`src/rtl/instr_fetch_unit.sv`:
```
// Instruction fetch front end: owns the PC, issues credit-limited word fetches, buffers
// returned words with their PC for decode, and squashes wrong-path fetches on redirect.

// Generic flushable FIFO.
// Latency: a pushed entry is visible at the head the following cycle.
// Backpressure: rd_rdy_i pops the head; a push while full is ignored unless a pop coincides.
module ifu_fifo #(
  parameter int WIDTH = 32,
  parameter int DEPTH = 4
) (
  input  logic                   clk,
  input  logic                   reset,
  input  logic                   flush_i,
  input  logic                   wr_vld_i,
  input  logic [WIDTH-1:0]       wr_dat_i,
  input  logic                   rd_rdy_i,
  output logic                   rd_vld_o,
  output logic [WIDTH-1:0]       rd_dat_o,
  output logic [$clog2(DEPTH):0] count_o
);
  localparam int AW = $clog2(DEPTH);

  logic [WIDTH-1:0] mem_q [DEPTH];
  logic [WIDTH-1:0] mem_d [DEPTH];
  logic [AW-1:0]    wr_ptr_q, wr_ptr_d;
  logic [AW-1:0]    rd_ptr_q, rd_ptr_d;
  logic [AW:0]      count_q, count_d;
  logic             wr_en, rd_en;

  always_comb begin
    rd_en    = rd_rdy_i && (count_q != '0);
    wr_en    = wr_vld_i && ((count_q != (AW+1)'(DEPTH)) || rd_en);
    mem_d    = mem_q;
    wr_ptr_d = wr_ptr_q;
    rd_ptr_d = rd_ptr_q;
    count_d  = count_q;
    if (flush_i) begin
      wr_ptr_d = '0;
      rd_ptr_d = '0;
      count_d  = '0;
    end else begin
      if (wr_en) begin
        mem_d[wr_ptr_q] = wr_dat_i;
        wr_ptr_d        = wr_ptr_q + AW'(1);
      end
      if (rd_en) begin
        rd_ptr_d = rd_ptr_q + AW'(1);
      end
      count_d = count_q + (AW+1)'(wr_en) - (AW+1)'(rd_en);
    end
  end

  always_ff @(posedge clk) begin
    if (reset) begin
      wr_ptr_q <= '0;
      rd_ptr_q <= '0;
      count_q  <= '0;
    end else begin
      wr_ptr_q <= wr_ptr_d;
      rd_ptr_q <= rd_ptr_d;
      count_q  <= count_d;
    end
  end

  always_ff @(posedge clk) begin
    mem_q <= mem_d;
  end

  assign rd_vld_o = (count_q != '0);
  assign rd_dat_o = mem_q[rd_ptr_q];
  assign count_o  = count_q;
endmodule

// Instruction fetch unit top.
// Latency: grant at cycle n, response at n+1, instruction valid to decode at n+2.
// Backpressure: fetch requests stop once outstanding + dropping + buffered reaches FIFO_DEPTH.
module instr_fetch_unit #(
  parameter logic [31:0] RESET_PC   = 32'h0040_0000,
  parameter int          FIFO_DEPTH = 4,
  parameter logic [31:0] NOP_INSTR  = 32'h0000_0013
) (
  input  logic        clk,
  input  logic        reset,
  output logic        imem_req_o,
  output logic [31:0] imem_addr_o,
  input  logic        imem_gnt_i,
  input  logic        imem_rvalid_i,
  input  logic [31:0] imem_rdata_i,
  input  logic        redirect_i,
  input  logic [31:0] redirect_pc_i,
  output logic        instr_valid_o,
  input  logic        instr_ready_i,
  output logic [31:0] instr_o,
  output logic [31:0] instr_pc_o,
  output logic [6:0]  opcode_o
);
  localparam int CW = $clog2(FIFO_DEPTH) + 1;

  typedef struct packed {
    logic [31:0] instr;
    logic [31:0] pc;
  } ibuf_t;

  logic [31:0]   pc_q, pc_d;
  logic [CW-1:0] drop_cnt_q, drop_cnt_d;
  logic          run_q, run_d;

  logic [CW-1:0] live_cnt, buf_cnt;
  logic [CW+1:0] inflight;
  logic          grant, rsp, rsp_drop, rsp_live;
  logic          tag_vld;
  logic [31:0]   tag_pc;
  logic          buf_vld;
  ibuf_t         buf_in, buf_head;
  logic          unused_redirect_lsb;

  // live_cnt is the occupancy of the PC tag queue: one tag per live outstanding request
  assign inflight   = (CW+2)'(live_cnt) + (CW+2)'(drop_cnt_q) + (CW+2)'(buf_cnt);
  assign imem_req_o = run_q && (inflight < (CW+2)'(FIFO_DEPTH));
  assign imem_addr_o = pc_q;
  assign grant      = imem_req_o && imem_gnt_i;

  assign rsp      = imem_rvalid_i && ((live_cnt != '0) || (drop_cnt_q != '0));
  assign rsp_drop = rsp && !redirect_i && (drop_cnt_q != '0);
  assign rsp_live = rsp && !redirect_i && (drop_cnt_q == '0) && tag_vld;

  assign buf_in.instr = imem_rdata_i;
  assign buf_in.pc    = tag_pc;

  always_comb begin
    pc_d       = pc_q;
    drop_cnt_d = drop_cnt_q;
    run_d      = 1'b1;
    if (redirect_i) begin
      pc_d       = {redirect_pc_i[31:2], 2'b00};
      drop_cnt_d = drop_cnt_q + live_cnt + CW'(grant) - CW'(rsp);
    end else begin
      if (grant) begin
        pc_d = pc_q + 32'd4;
      end
      if (rsp_drop) begin
        drop_cnt_d = drop_cnt_q - CW'(1);
      end
    end
  end

  always_ff @(posedge clk) begin
    if (reset) begin
      pc_q       <= RESET_PC;
      drop_cnt_q <= '0;
      run_q      <= 1'b0;
    end else begin
      pc_q       <= pc_d;
      drop_cnt_q <= drop_cnt_d;
      run_q      <= run_d;
    end
  end

  ifu_fifo #(
    .WIDTH (32),
    .DEPTH (FIFO_DEPTH)
  ) u_tag_q (
    .clk      (clk),
    .reset    (reset),
    .flush_i  (redirect_i),
    .wr_vld_i (grant && !redirect_i),
    .wr_dat_i (pc_q),
    .rd_rdy_i (rsp_live),
    .rd_vld_o (tag_vld),
    .rd_dat_o (tag_pc),
    .count_o  (live_cnt)
  );

  ifu_fifo #(
    .WIDTH ($bits(ibuf_t)),
    .DEPTH (FIFO_DEPTH)
  ) u_ibuf (
    .clk      (clk),
    .reset    (reset),
    .flush_i  (redirect_i),
    .wr_vld_i (rsp_live),
    .wr_dat_i (buf_in),
    .rd_rdy_i (instr_ready_i),
    .rd_vld_o (buf_vld),
    .rd_dat_o (buf_head),
    .count_o  (buf_cnt)
  );

  assign instr_valid_o = buf_vld;
  assign instr_o       = buf_vld ? buf_head.instr : NOP_INSTR;
  assign instr_pc_o    = buf_vld ? buf_head.pc : 32'd0;
  assign opcode_o      = instr_o[6:0];

  assign unused_redirect_lsb = ^redirect_pc_i[1:0];
endmodule

```
`config.mk`:
```
export PLATFORM = sky130hd
export DESIGN_NAME = instr_fetch_unit
export DESIGN_NICKNAME = d
export VERILOG_FILES = /design/src/rtl/instr_fetch_unit.sv
export SDC_FILE = /design/constraint.sdc
export NUM_CORES = 1
export LEC_CHECK = 0
export CAP_MARGIN = 0
export CORE_MARGIN = 2
export CORE_UTILIZATION = 40
export CTS_CLUSTER_DIAMETER = 50
export DETAILED_ROUTE_END_ITERATION = 6
export RECOVER_POWER = 25
export SYNTH_ARGS = -nofsm -noshare
export SYNTH_HDL_FRONTEND = slang
export SYNTH_HIERARCHICAL = 1
export SYNTH_SLANG_ARGS = --single-unit
```
`constraint.sdc`:
```
create_clock -name clk -period 19.5 [get_ports clk]
set_clock_uncertainty 0.05 [all_clocks]
set_input_delay 3.9 -clock clk [delete_from_list [all_inputs] [get_ports clk]]
set_output_delay 3.9 -clock clk [all_outputs]
set_load 0.02 [all_outputs]
```
==> impl_metrics.toml, run 1 <==
[power_and_ir_drop]
p_seq_frac = 0.515
swShare = 0.2121
finalPower_mw = 2.004
p_comb_frac = 0.056
irDropWorstVdd_uv = 54.00
p_int_mw = 1.579
power_frac_clock = 0.429
leakagePower_nw = 6.819
pwr_density_cell_mw_per_mm2 = 92.37
p_switching_mw = 0.4251

[critical_path]
critPathMaxFanout = 10
path_delay_family = "simple AND/OR/NAND/NOR gates"
reg2reg_from = "u_tag_q/count_o[0]"
cp_common_cell = "inv_1"
cp-end-kind = "primary output"
cp-start-kind = "flip-flop"
crit_slowest_cell = "clkdlybuf4s50_1"
reg2reg_depth = 11
cp_cell_sequence = "inv_1, fa_1, inv_1, ha_1, or3b_1, nor2_2, nor2_1, clkdlybuf4s50_1"
cp.required_ps = 15550
critPathKind = "reg -> out"
critical_path_arrival_ps = 3570
r2r_setup_slack_ps = 14670
worst-path-buf-inv = 3
r2r-end = "u_tag_q/mem_q[120]"
max_stage_delay_ps = 560
cp.depth = 8

[final_layout]
final_layout_size_suffix_gt1_frac = 0.1757
fillers = 3755
nNetsFinal = 1279
diodes = 0
syn_to_final_growth_pct = 21.42
instances_no_fill = 1810
fin_util = 0.4918

[clocking]
cts_buffer_depth = 3
clock_sinks = 432
post_cts_buffers = 0
clk_pin_slew_ps = 50
h-tree-depth = 2
cts_buffers = 48
holdBufCountCts = 0
cts_tree = "done"
ctsRootBufferMaster = "clkbuf_16"
clk_latency_ps = 560
ctsResizeCount = 0

[detailed_routing]
vias_per_cell = 5.264
drtIter0Drc = 555
wire_per_inst_um = 20.73
route.detailed.drc = 0
final_antenna_net_count = 0
drt-total-wl_um = 37520
firstDrtPassIters = 5
dr_total_vias = 9527

[synth]
synth_warnings = 6
synth.area.top_cells = "edfxtp_1 65%, mux4_2 12%, dfxtp_1 5.4%, and2_1 2.3%, ha_1 1.5%"
synth-seq-cells = 432
synth_area_sq_mm = 0.01787
yosysSeqAreaShare = 0.6990
yosysMostFrequentCell = "edfxtp_1"
synth_edf_count = 384
yosys.area.top_type = "edfxtp_1"
synth.distinct_cells = 70
synthFlopType = "edfxtp_1"
avgSynthCellArea_sq_um = 17.91
synth_common_cells = "384 x edfxtp_1, 96 x mux4_2, 65 x and2_1, 48 x dfxtp_1, 39 x nor2_1"
synth_top_area_frac = 0.6452
synthArstFlopShare = 0
synthCells = 998

[floorplan]
row_count = 77
start_util = 0.4050
die_w_um = 215.4
ioPinCount = 175
core_sq_mm = 0.04412
die_height_um = 215.4
die-area_sq_mm = 0.04639

[global_routing]
top_usage_layer = "met2"
overflow = 0
grt_max_degree = 66
grt_use_met2 = 0.2658
met1_usage = 0.2295
grt_pass1_vias = 9964
grt_pass1_wl_um = 58660
grt_use_total = 0.1644
grt_antenna_before_repair = 0
grt_use_met3 = 0.03369

[sta]
finalHoldViolations = 0
rsz0062_at_grt = "no"
setup_tns_ps = 0
fmaxAchievable_mhz = 132.9
fin_crit_ps = 7524
drv_slew = 18
setup_viol = 0
finalCritPeriodShare = 0.3858
tightestPinTransition_ps = 1518
slew_headroom = -0.01200

[placed_design]
dp_hpwl_um = 22880
gp_congestion = 0.7596
port_buffers = 170
place_inst = 1724

[worst_hold_path]
min_path_cells = 2
min_from = "u_ibuf/wr_ptr_q[1]"
holdCritPathClass = "reg -> reg"
hold-path-endpoint = "u_ibuf/wr_ptr_q[1]"

[run_status]
violations = "capacitance limit, slew limit"
status = "finished with violations"

[flow_run]
maxCapViolations = 1
## sequential cells by signal, summed over array words and instances (netlist names)
name	count
u_ibuf/rd_ptr_q	2
u_tag_q/rd_ptr_q	2
u_ibuf/mem_q	256
imem_addr_o	30
u_tag_q/wr_ptr_q	2
u_ibuf/wr_ptr_q	2
u_ibuf/count_o	3
u_tag_q/count_o	3
drop_cnt_q	3
run_q	1
u_tag_q/mem_q	128
## layer usage
metal,share of wire,vias up
li1,-,4371
met1,0.46,4874
met2,0.48,228
met3,0.047,54
met4,0.018,0
met5,0,-
## power groups by stage
stage / Sequential (mW) / Combinational (mW) / Clock [mW]
2_1_floorplan: 1.05 / 0.0636 / 0
3_3_place_gp: 1.05 / 0.110 / 0
3_5_place_dp: 1.05 / 0.112 / 0
4_1_cts: 1.03 / 0.113 / 0.886
5_1_grt: 1.03 / 0.123 / 0.919
6_report: 1.03 / 0.112 / 0.861
## final cells by class
class / instances / area [sq um] / share of cell area
multi-input combinational: 481 / 4991 / 0.2300
inverter: 28 / 105.1 / 0.004843
timing repair buffer: 191 / 1851 / 0.08528
clock inverter: 21 / 196.4 / 0.009053
tap: 592 / 740.7 / 0.03413
sequential: 432 / 12500 / 0.5760
clock buffer: 65 / 1316 / 0.06066
## worst max-delay path by stage
stage / slack [ps] / endpoint / startpoint
after floorplan: 9070 / u_ibuf/mem_q[0] / redirect_i
final: 11980 / imem_req_o / u_tag_q/count_o[2]
after CTS: 11910 / imem_req_o / u_tag_q/count_o[2]
after global routing: 11820 / imem_req_o / u_tag_q/count_o[1]
after detailed placement: 12400 / u_tag_q/count_o[2] / imem_rvalid_i
after global placement: 12360 / u_tag_q/mem_q[117] / imem_rvalid_i
## tightest hold or removal path, cell delays in order, from the launching register on
cell	delay (ps)
dfxtp_1	330
nand2_1	60
mux2i_1	60
## per-stage QoR
step | instance area [sq um] | hold WS (ps) | worst slack (ps)
global placement | 20190 | 437.8 | 12360
CTS | 21700 | 462.9 | 11910
floorplan | 17910 | 420.9 | 9072
detailed placement | 20190 | 455.2 | 12400
finish | 21700 | 458.7 | 11980
global route | 21700 | 486.1 | 11820
## layout by cell type, fill, tap and decap left out, drive strengths merged, types with 4 or more instances in the layout
cell type,Yosys,layout
edfxtp,384,384
clkdlybuf4s50,0,169
mux4,96,96
and2,66,66
clkbuf,26,66
dfxtp,48,48
nor2,40,40
inv,28,29
nand2,28,28
ha,21,21
buf,40,21
nand3,15,15
clkinv,0,15
nand4,14,14
o31ai,12,12
nor3,12,12
nor4,12,12
or4,11,11
a311oi,11,11
o41a,10,10
nor2b,10,10
conb,1,10
nor3b,10,10
xnor2,9,9
a2111oi,9,9
and4,8,8
and3,7,7
o21ai,7,7
fa,6,6
a211oi,5,5
or3,5,5
xor2,4,4
nand2b,4,4
mux2i,4,4
## cells by family (layout without fill, tap and decap cells)
| group | Yosys count | count (layout) | share of synthesized area |
|---|---|---|---|
| adders and majority gates | 27 | 27 | 0.02142 |
| AOI/OAI and AO/OA | 83 | 83 | 0.04397 |
| and+or+nand+nor | 248 | 248 | 0.07995 |
| DFF | 432 | 432 | 0.6990 |
| muxes | 100 | 100 | 0.1232 |
| other | 1 | 10 | 0.0002098 |
| buffers and inverters | 94 | 305 | 0.02590 |
| xor gates and xnor gates | 13 | 13 | 0.006371 |
Note: power is estimated with default switching activity, not from simulation.
==> inputs of run 2 (changes only) <==
Clock period 19.5 ns to 7.01 ns, I/O delays scaled along.
==> impl_metrics.toml, run 2 (same netlist as run 1, synthesis figures left out) <==
[sta]
finalHoldViolations = 0
finalCritPeriodShare = 0.7173
tightestPinTransition_ps = 1085
setup_ws_ps = 1982
setup_tns_ps = 0
setup_viol = 0
timing.hold.ws_ps = 459.0
fmaxAchievable_mhz = 198.9
drv_slew = 0
rsz0062_at_grt = "no"
fin_crit_ps = 5028
slew_headroom = 0.2769

[power_and_ir_drop]
power_frac_clock = 0.428
p_comb_frac = 0.056
leakagePower_nw = 6.836
p_switching_mw = 1.220
p_seq_frac = 0.516
finalPower_mw = 5.564
swShare = 0.2193
pwr_density_cell_mw_per_mm2 = 256.2
irDropWorstVdd_uv = 168.4
p_int_mw = 4.344

[global_routing]
overflow = 0
grt_antenna_before_repair = 0
grt_max_degree = 66
grt_use_total = 0.1650
grt_pass1_wl_um = 59020
grt_pass1_vias = 10110

[floorplan]
ioPinCount = 175
die_height_um = 215.4
die-area_sq_mm = 0.04639
core_sq_mm = 0.04412
start_util = 0.4050
die_w_um = 215.4
row_count = 77

[final_layout]
fin_util = 0.4921
instances_no_fill = 1811
top_register = "u_ibuf/mem_q"
mostFrequentLayoutCell = "edfxtp_1"
mostFrequentLayoutCells = "384 x edfxtp_1, 147 x clkdlybuf4s50_1, 96 x mux4_2, 65 x and2_1, 48 x clkbuf_16"
largest_register_ffs = 256
diodes = 0
final_layout_size_suffix_gt1_frac = 0.1797
syn_to_final_growth_pct = 21.51
final_area_sq_mm = 0.02172
nNetsFinal = 1282

[detailed_routing]
route.detailed.drc = 0
firstDrtPassIters = 5
vias_per_cell = 5.310
dr_total_vias = 9617
drtIter0Drc = 600
drt-total-wl_um = 37550
final_antenna_net_count = 0
wire_per_inst_um = 20.73

[worst_hold_path]
holdCritPathClass = "reg -> reg"

[placed_design]
dp_hpwl_um = 23000
dpl_cell_area_sq_mm = 0.02021
place_inst = 1727
place_ws_ps = 2392
port_buffers = 170
gp_congestion = 0.7859

[clocking]
cts_tree = "done"
post_cts_buffers = 0
cts_buffer_depth = 3
cts_buffers = 48
ctsRootBufferMaster = "clkbuf_16"
clk_pin_slew_ps = 60
holdBufCountCts = 0
ctsResizeCount = 0
clk_latency_ps = 580
clock_sinks = 432
h-tree-depth = 2

[critical_path]
cp.required_ps = 5560
critPathMaxFanout = 10
critical_path_arrival_ps = 3580
cp_common_cell = "inv_1"
max_stage_delay_ps = 550
cp-start-kind = "flip-flop"
crit_slowest_cell = "clkdlybuf4s50_1"
cp_cell_sequence = "inv_1, fa_1, inv_1, ha_1, or3b_1, nor2_2, nor2_1, clkdlybuf4s50_1"
path_delay_family = "simple AND/OR/NAND/NOR gates"
cp-end-kind = "primary output"
worst-path-buf-inv = 3
critPathKind = "reg -> out"

[flow_run]
maxCapViolations = 0

[run_status]
status = "complete, no violations"
-- run 2: cell count changes in the layout (fill, tap and decap cells not counted) --
cell | before | now
buf_4 | 20 | 24
clkbuf_1 | 14 | 7
clkinv_8 | 0 | 1
clkbuf_8 | 3 | 0
dlygate4sd3_1 | 0 | 22
clkinvlp_4 | 2 | 4
clkinv_1 | 6 | 9
inv_16 | 0 | 1
inv_6 | 1 | 2
clkbuf_16 | 49 | 48
clkinv_4 | 4 | 1
clkdlybuf4s50_1 | 169 | 147
inv_8 | 0 | 3
-- run 2: worst reg2reg max path, stage by stage (launching register included) --
cell and delay [ps]:
dfxtp_1 520, ha_1 320, a21oi_2 410, nor2_1 110
fa_1 430, and2b_1 320, o21a_1 310, nand3_1 260
nor2_1 240, o41ai_4 190, ha_1 330, inv_1 60
ha_1 130, inv_1 50, fa_1 370, xnor2_1 190
xnor2_1 140, nor3_1 60
-- run 2: path summary, 6_finish.rpt --
check	start	slack, ps	end	cells past startpoint
hold reg to reg	u_tag_q/wr_ptr_q[1]	460	u_tag_q/wr_ptr_q[1]	2
hold / removal	u_tag_q/wr_ptr_q[1]	460	u_tag_q/wr_ptr_q[1]	2
setup / recovery	u_tag_q/count_o[2]	1980	imem_req_o	8
setup reg to reg	u_tag_q/count_o[0]	2380	u_tag_q/count_o[2]	17
-- run 2: cell type report --
type                            count  area, sq um
Fill cell                        3761        22410
Timing Repair Buffer              194         1877
Clock buffer                       55         1227
Inverter                           28        105.1
Multi-Input combinational cell    481         4991
Tap cell                          592        740.7
Clock inverter                     29        275.3
Sequential cell                   432        12500
-- run 2: power by group through the flow --
| stage | Combinational, mW | Sequential, mW | Clock, mW |
|---|---|---|---|
| 3_5_place_dp | 0.313 | 2.92 | 0 |
| 5_1_grt | 0.344 | 2.88 | 2.57 |
| 2_1_floorplan | 0.177 | 2.92 | 0 |
| 3_3_place_gp | 0.306 | 2.92 | 0 |
| 4_1_cts | 0.316 | 2.87 | 2.46 |
| 6_report | 0.310 | 2.87 | 2.38 |
-- run 2: layer usage --
metal	vias up	global-route usage	wire (um)
li1	4363	-	-
met5	-	0	0
met4	0	0.04299	706
met2	286	0.2720	18270
met3	57	0.03721	2200
met1	4911	0.2224	16370
